[config.mk]
export PLATFORM = sky130hd
export DESIGN_NAME = clk_div_prog_flat
export DESIGN_NICKNAME = d
export VERILOG_FILES = /design/src/rtl/clk_div_prog_if.sv /design/src/rtl/clk_div_prog.sv /design/src/flat_wrapper.sv
export SDC_FILE = /design/constraint.sdc
export NUM_CORES = 1
export LEC_CHECK = 0
export BUFFER_PORTS_ARGS = -buffer_cell sky130_fd_sc_hd__buf_2
export CAP_MARGIN = 15
export CELL_PAD_IN_SITES_DETAIL_PLACEMENT = 2
export CELL_PAD_IN_SITES_GLOBAL_PLACEMENT = 2
export CORE_UTILIZATION = 35
export DETAILED_ROUTE_END_ITERATION = 12
export GPL_ROUTABILITY_DRIVEN = 0
export GPL_TIMING_DRIVEN = 0
export PLACE_DENSITY_LB_ADDON = 0.1
export SYNTH_ARGS = -nofsm -noshare
export SYNTH_HDL_FRONTEND = slang
export SYNTH_SLANG_ARGS = --single-unit
[constraint.sdc]
create_clock -name CLK -period 2.19 [get_ports CLK]
set_input_delay 0 -clock CLK [delete_from_list [all_inputs] [get_ports CLK]]
set_output_delay 0 -clock CLK [all_outputs]
set_load 0.01 [all_outputs]
[src/rtl/clk_div_prog_if.sv]
// Control/status bundle for the programmable clock divider.
// The master drives the run request and ratio, and the divider returns O, TICK and BUSY.
interface clk_div_prog_if #(
    parameter int W = 4
);
    logic         EN;
    logic [W-1:0] DIV;
    logic         O;
    logic         TICK;
    logic         BUSY;

    modport master (
        output EN,
        output DIV,
        input  O,
        input  TICK,
        input  BUSY
    );

    modport slave (
        input  EN,
        input  DIV,
        output O,
        output TICK,
        output BUSY
    );
endinterface

[src/rtl/clk_div_prog.sv]
// Programmable integer clock divider with a registered, runt-free output.
// The ratio is shadowed at period boundaries, and start/stop are gated to whole periods.
module clk_div_prog #(
    parameter int W = 4
) (
    input  logic           CLK,
    input  logic           RSTN,
    clk_div_prog_if.slave  bus
);

    typedef enum logic [1:0] {
        IDLE = 2'd0,
        RUN  = 2'd1,
        STOP = 2'd2
    } state_t;

    localparam logic [W-1:0] TWO = W'(2);

    state_t       state_q;
    logic [W-1:0] cnt_q;
    logic [W-1:0] div_q;
    logic         o_q;
    logic         tick_q;
    logic         busy_q;

    logic [W-1:0] div_sat;
    logic [W-1:0] half;
    logic [W:0]   n_m1;
    logic [W:0]   cnt_p1;
    logic         wrap;

    // Ratios 0 and 1 cannot form a high and a low phase, so they clamp to 2.
    assign div_sat = (bus.DIV < TWO) ? TWO : bus.DIV;
    assign half    = div_q >> 1;
    assign n_m1    = {1'b0, div_q} - (W+1)'(1);
    assign cnt_p1  = {1'b0, cnt_q} + (W+1)'(1);
    assign wrap    = ({1'b0, cnt_q} == n_m1);

    always_ff @(posedge CLK or negedge RSTN) begin
        if (!RSTN) begin
            state_q <= IDLE;
            cnt_q   <= '0;
            div_q   <= TWO;
            o_q     <= 1'b0;
            tick_q  <= 1'b0;
            busy_q  <= 1'b0;
        end else begin
            tick_q <= 1'b0;
            unique case (state_q)
                IDLE: begin
                    cnt_q <= '0;
                    o_q   <= 1'b0;
                    if (bus.EN) begin
                        state_q <= RUN;
                        div_q   <= div_sat;
                        o_q     <= 1'b1;
                        tick_q  <= 1'b1;
                        busy_q  <= 1'b1;
                    end
                end
                RUN, STOP: begin
                    if (wrap) begin
                        cnt_q <= '0;
                        // A STOP wrap without EN ends the run; otherwise a new period begins.
                        if (state_q == STOP && !bus.EN) begin
                            state_q <= IDLE;
                            o_q     <= 1'b0;
                            busy_q  <= 1'b0;
                        end else begin
                            state_q <= bus.EN ? RUN : STOP;
                            div_q   <= div_sat;
                            o_q     <= 1'b1;
                            tick_q  <= 1'b1;
                        end
                    end else begin
                        cnt_q   <= cnt_p1[W-1:0];
                        state_q <= bus.EN ? RUN : STOP;
                        if (cnt_p1 == {1'b0, half}) begin
                            o_q <= 1'b0;
                        end
                    end
                end
                default: begin
                    state_q <= IDLE;
                    cnt_q   <= '0;
                    o_q     <= 1'b0;
                    busy_q  <= 1'b0;
                end
            endcase
        end
    end

    assign bus.O    = o_q;
    assign bus.TICK = tick_q;
    assign bus.BUSY = busy_q;

endmodule

[src/flat_wrapper.sv]
// flat-port wrapper written by rule: the top's interface ports become plain ports
module clk_div_prog_flat 
#(
    parameter int W = 4
)
  (CLK, RSTN, bus_EN, bus_DIV, bus_O, bus_TICK, bus_BUSY);
  clk_div_prog_if #(.W(W)) bus_i ();
  input  logic CLK;
  input  logic RSTN;
  input wire logic [$bits(bus_i.EN)-1:0] bus_EN;
  input wire logic [$bits(bus_i.DIV)-1:0] bus_DIV;
  output wire logic [$bits(bus_i.O)-1:0] bus_O;
  output wire logic [$bits(bus_i.TICK)-1:0] bus_TICK;
  output wire logic [$bits(bus_i.BUSY)-1:0] bus_BUSY;
  assign bus_i.EN = bus_EN;
  assign bus_i.DIV = bus_DIV;
  assign bus_O = bus_i.O;
  assign bus_TICK = bus_i.TICK;
  assign bus_BUSY = bus_i.BUSY;
  clk_div_prog #(.W(W)) u_core (.CLK(CLK), .RSTN(RSTN), .bus(bus_i));
endmodule
==> results.yml, run 1 <==
floorplanning:
  dieWidth_um: 49.9
  dieHeight_um: 49.9
  fp.coreArea_mm2: 0.00206
  start_util_pct: 39.0
  rows: 16
  die_area_mm2: 0.00249
  num_io_pins: 10
timing:
  whs_ns: 0.0364
  period_share_pct: 97.2
  setup_ws_ns: 0.0619
  tightestPinTransition_ns: 0.340
  final_max_slew_viol_count: 0
  min_period_ns: 2.13
  skew_ns: 0.00891
  timing_hold_violations_final: 0
  setup_viol: 0
  slew_headroom_pct: 77.3
  fmax_ghz: 0.470
pwr:
  peakVddDrop_uv: 620
  power.leakage_nw: 0.460
  p_per_area_mw_per_mm2: 1640
synth:
  ys_seq_elements: 13
  synth_area_um2: 803
  yosysWarnings: 0
  synth_fp_nets: 91
  avgSynthCellArea_um2: 10.2
  ys_types: 28
  synth-edff-count: 0
  yosys.area.top_type_share_pct: 37.4
  synth_top_flop_cell: "dfrtp_1"
  ys_top_cells_by_area: "dfrtp_1, ha_1, xnor2_1, nor2_1, xor2_1"
  async_reset_ff_share_pct: 100
  yosys-top-cells-count: "dfrtp_1, nor2_1, inv_1, xnor2_1"
  synth.yosys.seq_area_share_pct: 40.7
  synthCells: 79
  synth.largest_area_cell: "dfrtp_1"
finish:
  multi_input_area_um2: 474
  post-route-util_pct: 49.1
  drive_gt1_share_pct: 27.0
  nNetsFinal: 113
  nFillCells: 220
  syn2layout_area_growth_pct: 26.0
  diodes: 0
  seq_area_um2: 327
global_route:
  grt.overflow.total: 0
  grt_start_max_net_pins: 14
  track_usage_pct: 18.0
  antenna_found_initial: 0
  grt_pass1_vias: 704
  grt_pass1_wl_um: 3310
drt:
  drt_iter0_drc: 2
  wl_per_cell_um: 15.2
  drt-total-wl_um: 1930
  drtPass1Iterations: 2
  via_count: 644
  drc: 0
  avgViaCountPerCell: 5.07
  detail-route-antenna-nets: 0
setup_path:
  cp_max_fo: 4
  crit_buf_inv: 1
  rr_startpoint: "u_core.div_q[1]"
  slowest_delay_ns: 0.55
  worst_setup_path_start_kind: "register"
  crit_path_end_kind: "register"
  critPathArrivalTime_ns: 2.30
  crit_path_start: "u_core.div_q[1]"
  crit_required_ns: 2.36
  crit_chain: "inv_1 -> ha_2 -> xor2_1 -> nand4_2 -> a21oi_4 -> mux2_1"
  crit_family: "flip-flops"
  crit_type: "register to register"
  slowest_stage: "dfstp_2"
clock_network:
  cts_buffers: 3
  worst_skew_pair.late_latency_ns: 0.28
  cts_root_buf: "clkbuf_4"
  cts_tree: "built"
  cts.sinks: 13
  clk_path_buf_depth: 2
  clk_pin_slew_ns: 0.10
  htreeDepth: 1
hold_path:
  worstHoldPathType: "primary input to register"
  min_from: "bus_DIV[1]"
placement:
  dpl_worst_slack_ns: 0.0196
  hpwl_um: 1360
  io_buffer_count: 8
job:
  cap_violations: 0
status:
  status: "finished clean"
power breakdown:
part | internal, W | switching (W)
logic | 0.000503 | 0.000543
clock network | 0.0000705 | 0.0000881
registers | 0.000347 | 0.000110
cell type report:
| type | instances | area share, % |
|---|---|---|
| inverters | 6 | 2.22 |
| multi-input cells | 58 | 46.8 |
| well taps | 27 | 3.34 |
| plain buffers | 2 | 0.865 |
| repair buffers | 17 | 11.9 |
| flip-flops and latches | 13 | 32.3 |
| clock buffers | 4 | 2.60 |
layout by cell type (no fill, tap or decap):
master          n
nor2_1         12
and3_1          1
nor3_2          1
nor4b_2         1
nand4_2         1
xor2_2          1
o21ai_0         2
dfrtp_1        12
mux2i_1         3
nor3_1          1
nand2_1         4
a21oi_1         4
mux2_1          3
inv_1           6
o32ai_2         1
a21oi_2         1
o31ai_1         1
buf_4           4
o22ai_1         1
a21oi_4         1
xor2_1          4
nand2b_1        1
ha_2            1
o211ai_1        1
a41o_4          1
buf_2           9
dlygate4sd3_1   5
ha_1            4
xnor2_1         5
dfstp_2         1
clkbuf_4        3
clkbuf_1        2
nand3_1         1
xnor2_2         1
sequential cells by signal (all words and copies together), names as in the netlist:
name / count
u_core.cnt_q: 4
u_core.div_q: 4
u_core.state_q: 2
u_core.bus.BUSY: 1
u_core.bus.O: 1
u_core.bus.TICK: 1
worst paths after layout:
check                             endpoint  slack, ns  depth (start not counted)
max                        u_core.div_q[3]       0.06                          6
min                        u_core.div_q[1]       0.04                          3
max reg2reg                u_core.div_q[3]       0.06                          6
min reg2reg                   u_core.bus.O       0.50                          1
max in group asynchronous  u_core.div_q[1]       1.77                          2
min in group asynchronous  u_core.cnt_q[2]       0.13                          2
metal layers:
metal  GRT usage, %  wire [um]  up-vias
li1               -          -      310
met1           22.3        918      324
met2           30.9        962        8
met3           3.70         40        2
met4           5.71         12        0
met5              0          0        -
worst register-to-register path: cells and delay by family (launching register included):
family / cells / cell delay, ns
simple gates: 1 / 0.23
buf+inv: 1 / 0.06
mux: 1 / 0.34
fa+ha+maj: 1 / 0.32
flops: 1 / 0.55
compound gates: 1 / 0.25
xor+xnor: 1 / 0.27
through the flow:
stage | cell area [um2] | power (W) | cells | setup TNS, ns
2_1_floorplan | 803 | 0.00112 | 79 | 0
3_3_place_gp | 877 | 0.00129 | 114 | 0
3_5_place_dp | 877 | 0.00132 | 114 | 0
4_1_cts | 961 | 0.00152 | 124 | 0
5_1_grt | 1010 | 0.00181 | 127 | -0.0647
6_report | 1010 | 0.00166 | 127 | 0
cell families after synthesis:
group	count (synthesis)	synth area share (%)
and+or+nand+nor	23	15.0
AOI/OAI and AO/OA	13	12.8
DFF	13	40.7
xor gates and xnor gates	11	12.0
buffers and inverters	8	3.89
muxes	6	7.94
adders and majority gates	5	7.79
timing repair:
item | in CTS | in global routing
endpoints found under the hold margin | 17 | 0
setup buffers | 1 | 3
pin swaps | 2 | 2
gates resized for setup | 0 | 5
endpoints found under the setup margin | 2 | 4
hold buffers | 5 | 0
No activity file was read; power rests on OpenSTA's default activity.
==> inputs of run 2 (changes only) <==
Settings changed: REMOVE_ABC_BUFFERS set to 1.
==> results.yml, run 2 (same netlist as run 1, synthesis figures left out) <==
status:
  status: "finished clean"
clock_network:
  worst_skew_pair.late_latency_ns: 0.27
  cts_buffers: 3
  clk_path_buf_depth: 2
  cts_resized: 0
  htreeDepth: 1
  cts_tree: "built"
  clk_pin_slew_ns: 0.08
  cts.sinks: 13
  cts_root_buf: "clkbuf_4"
floorplanning:
  start_util_pct: 39.0
  dieHeight_um: 49.9
  num_io_pins: 10
  die_area_mm2: 0.00249
  dieWidth_um: 49.9
  rows: 16
  fp.coreArea_mm2: 0.00206
finish:
  diodes: 0
  mostFrequentLayoutCells: "nor2_1, dfrtp_1, buf_2"
  finalNonFillerCells: 124
  post-route-util_pct: 46.9
  seq_area_um2: 327
  syn2layout_area_growth_pct: 20.4
  drive_gt1_share_pct: 20.6
  multi_input_area_um2: 445
  nFillCells: 218
  reg.largest.list: "u_core.cnt_q (4), u_core.div_q (4), u_core.state_q (2)"
  nNetsFinal: 110
timing:
  tightestPinTransition_ns: 0.304
  skew_ns: 0.00544
  period_share_pct: 94.6
  slew_headroom_pct: 79.7
  timing_hold_violations_final: 0
  final_max_slew_viol_count: 0
  setup_viol: 0
  min_period_ns: 2.07
  fmax_ghz: 0.483
setup_path:
  cp_max_fo: 4
  crit_path_start: "u_core.div_q[1]"
  worst_setup_path_start_kind: "register"
  crit_path_end_kind: "register"
  slowest_stage: "dfstp_2"
  crit_required_ns: 2.35
  crit_chain: "inv_1 -> ha_1 -> xor2_1 -> xnor2_1 -> nand4_2 -> a21oi_4 -> mux2_1"
  rr_startpoint: "u_core.div_q[1]"
  rr_endpoint: "u_core.div_q[2]"
  slowest_delay_ns: 0.56
  ff2ff_path_depth: 7
  critPathArrivalTime_ns: 2.23
  r2r_slack_ns: 0.12
  crit_type: "register to register"
pwr:
  total_power_w: 0.00147
  peakVddDrop_uv: 670
  power.leakage_nw: 0.445
  p_per_area_mw_per_mm2: 1520
drt:
  avgViaCountPerCell: 4.98
  drc: 0
  via_count: 618
  drtPass1Iterations: 3
  wl_per_cell_um: 14.0
  drt_iter0_drc: 4
  detail-route-antenna-nets: 0
  drt-total-wl_um: 1730
placement:
  io_buffer_count: 9
  hpwl_um: 1360
  post-place-cells: 113
global_route:
  grt_start_max_net_pins: 14
  antenna_found_initial: 0
  grt_pass1_wl_um: 3110
  grt_pass1_vias: 693
  grt.overflow.total: 0
  track_usage_pct: 17.2
hold_path:
  worstHoldPathType: "primary input to async pin"
job:
  cap_violations: 0
==> run 2: per-stage QoR <==
step	hold WS, ns	setup slack [ns]	TNS [ns]	area (um2)
floorplan	-0.296	0.205	0	795
global placement	-0.0899	0.0637	0	873
detailed placement	-0.0837	0.0372	0	873
CTS	0.140	0.0109	0	960
global route	0.156	-0.0104	-0.0104	967
finish	0.138	0.118	0	967
==> run 2: report_power, final <==
part	switching, W	internal, W
clock	0.0000733	0.0000705
combinational	0.000465	0.000408
sequential	0.000105	0.000348
==> run 2: how the worst max path moves through the flow <==
stage                 endpoint  slack, ns
2_1_floorplan  u_core.div_q[2]       0.21
3_3_place_gp   u_core.div_q[2]       0.06
3_5_place_dp   u_core.div_q[2]       0.04
5_1_grt        u_core.div_q[2]      -0.01
6_report       u_core.div_q[2]       0.12
4_1_cts        u_core.div_q[2]       0.01
==> run 2: area by class of cell <==
type                            instances  area share (%)
Tap cell                               27            3.49
Inverter                                6            2.33
Clock buffer                            4            2.72
Sequential cell                        13            33.8
Timing Repair Buffer                   16            11.6
Multi-Input combinational cell         58            46.1
==> run 2: repair_timing <==
item,CTS,global route
buffers inserted,0,1
hold endpoints to repair,18,0
hold buffers,6,0
setup endpoints to repair,0,2
==> run 2: routing by layer <==
| metal | global-route usage (%) | wire length (um) |
|---|---|---|
| met4 | 2.86 | 0 |
| met2 | 30.9 | 903 |
| met3 | 6.48 | 70 |
| met5 | 0 | 0 |
| met1 | 19.4 | 757 |
==> run 2: critical path, delay by kind of cell, from the launching register on <==
| family | cells | cell delay [ns] |
|---|---|---|
| AOI/OAI and AO/OA | 1 | 0.21 |
| xor gates and xnor gates | 2 | 0.38 |
| adders and majority gates | 1 | 0.20 |
| buffers and inverters | 1 | 0.06 |
| DFF | 1 | 0.56 |
| muxes | 1 | 0.34 |
| and+or+nand+nor | 1 | 0.21 |
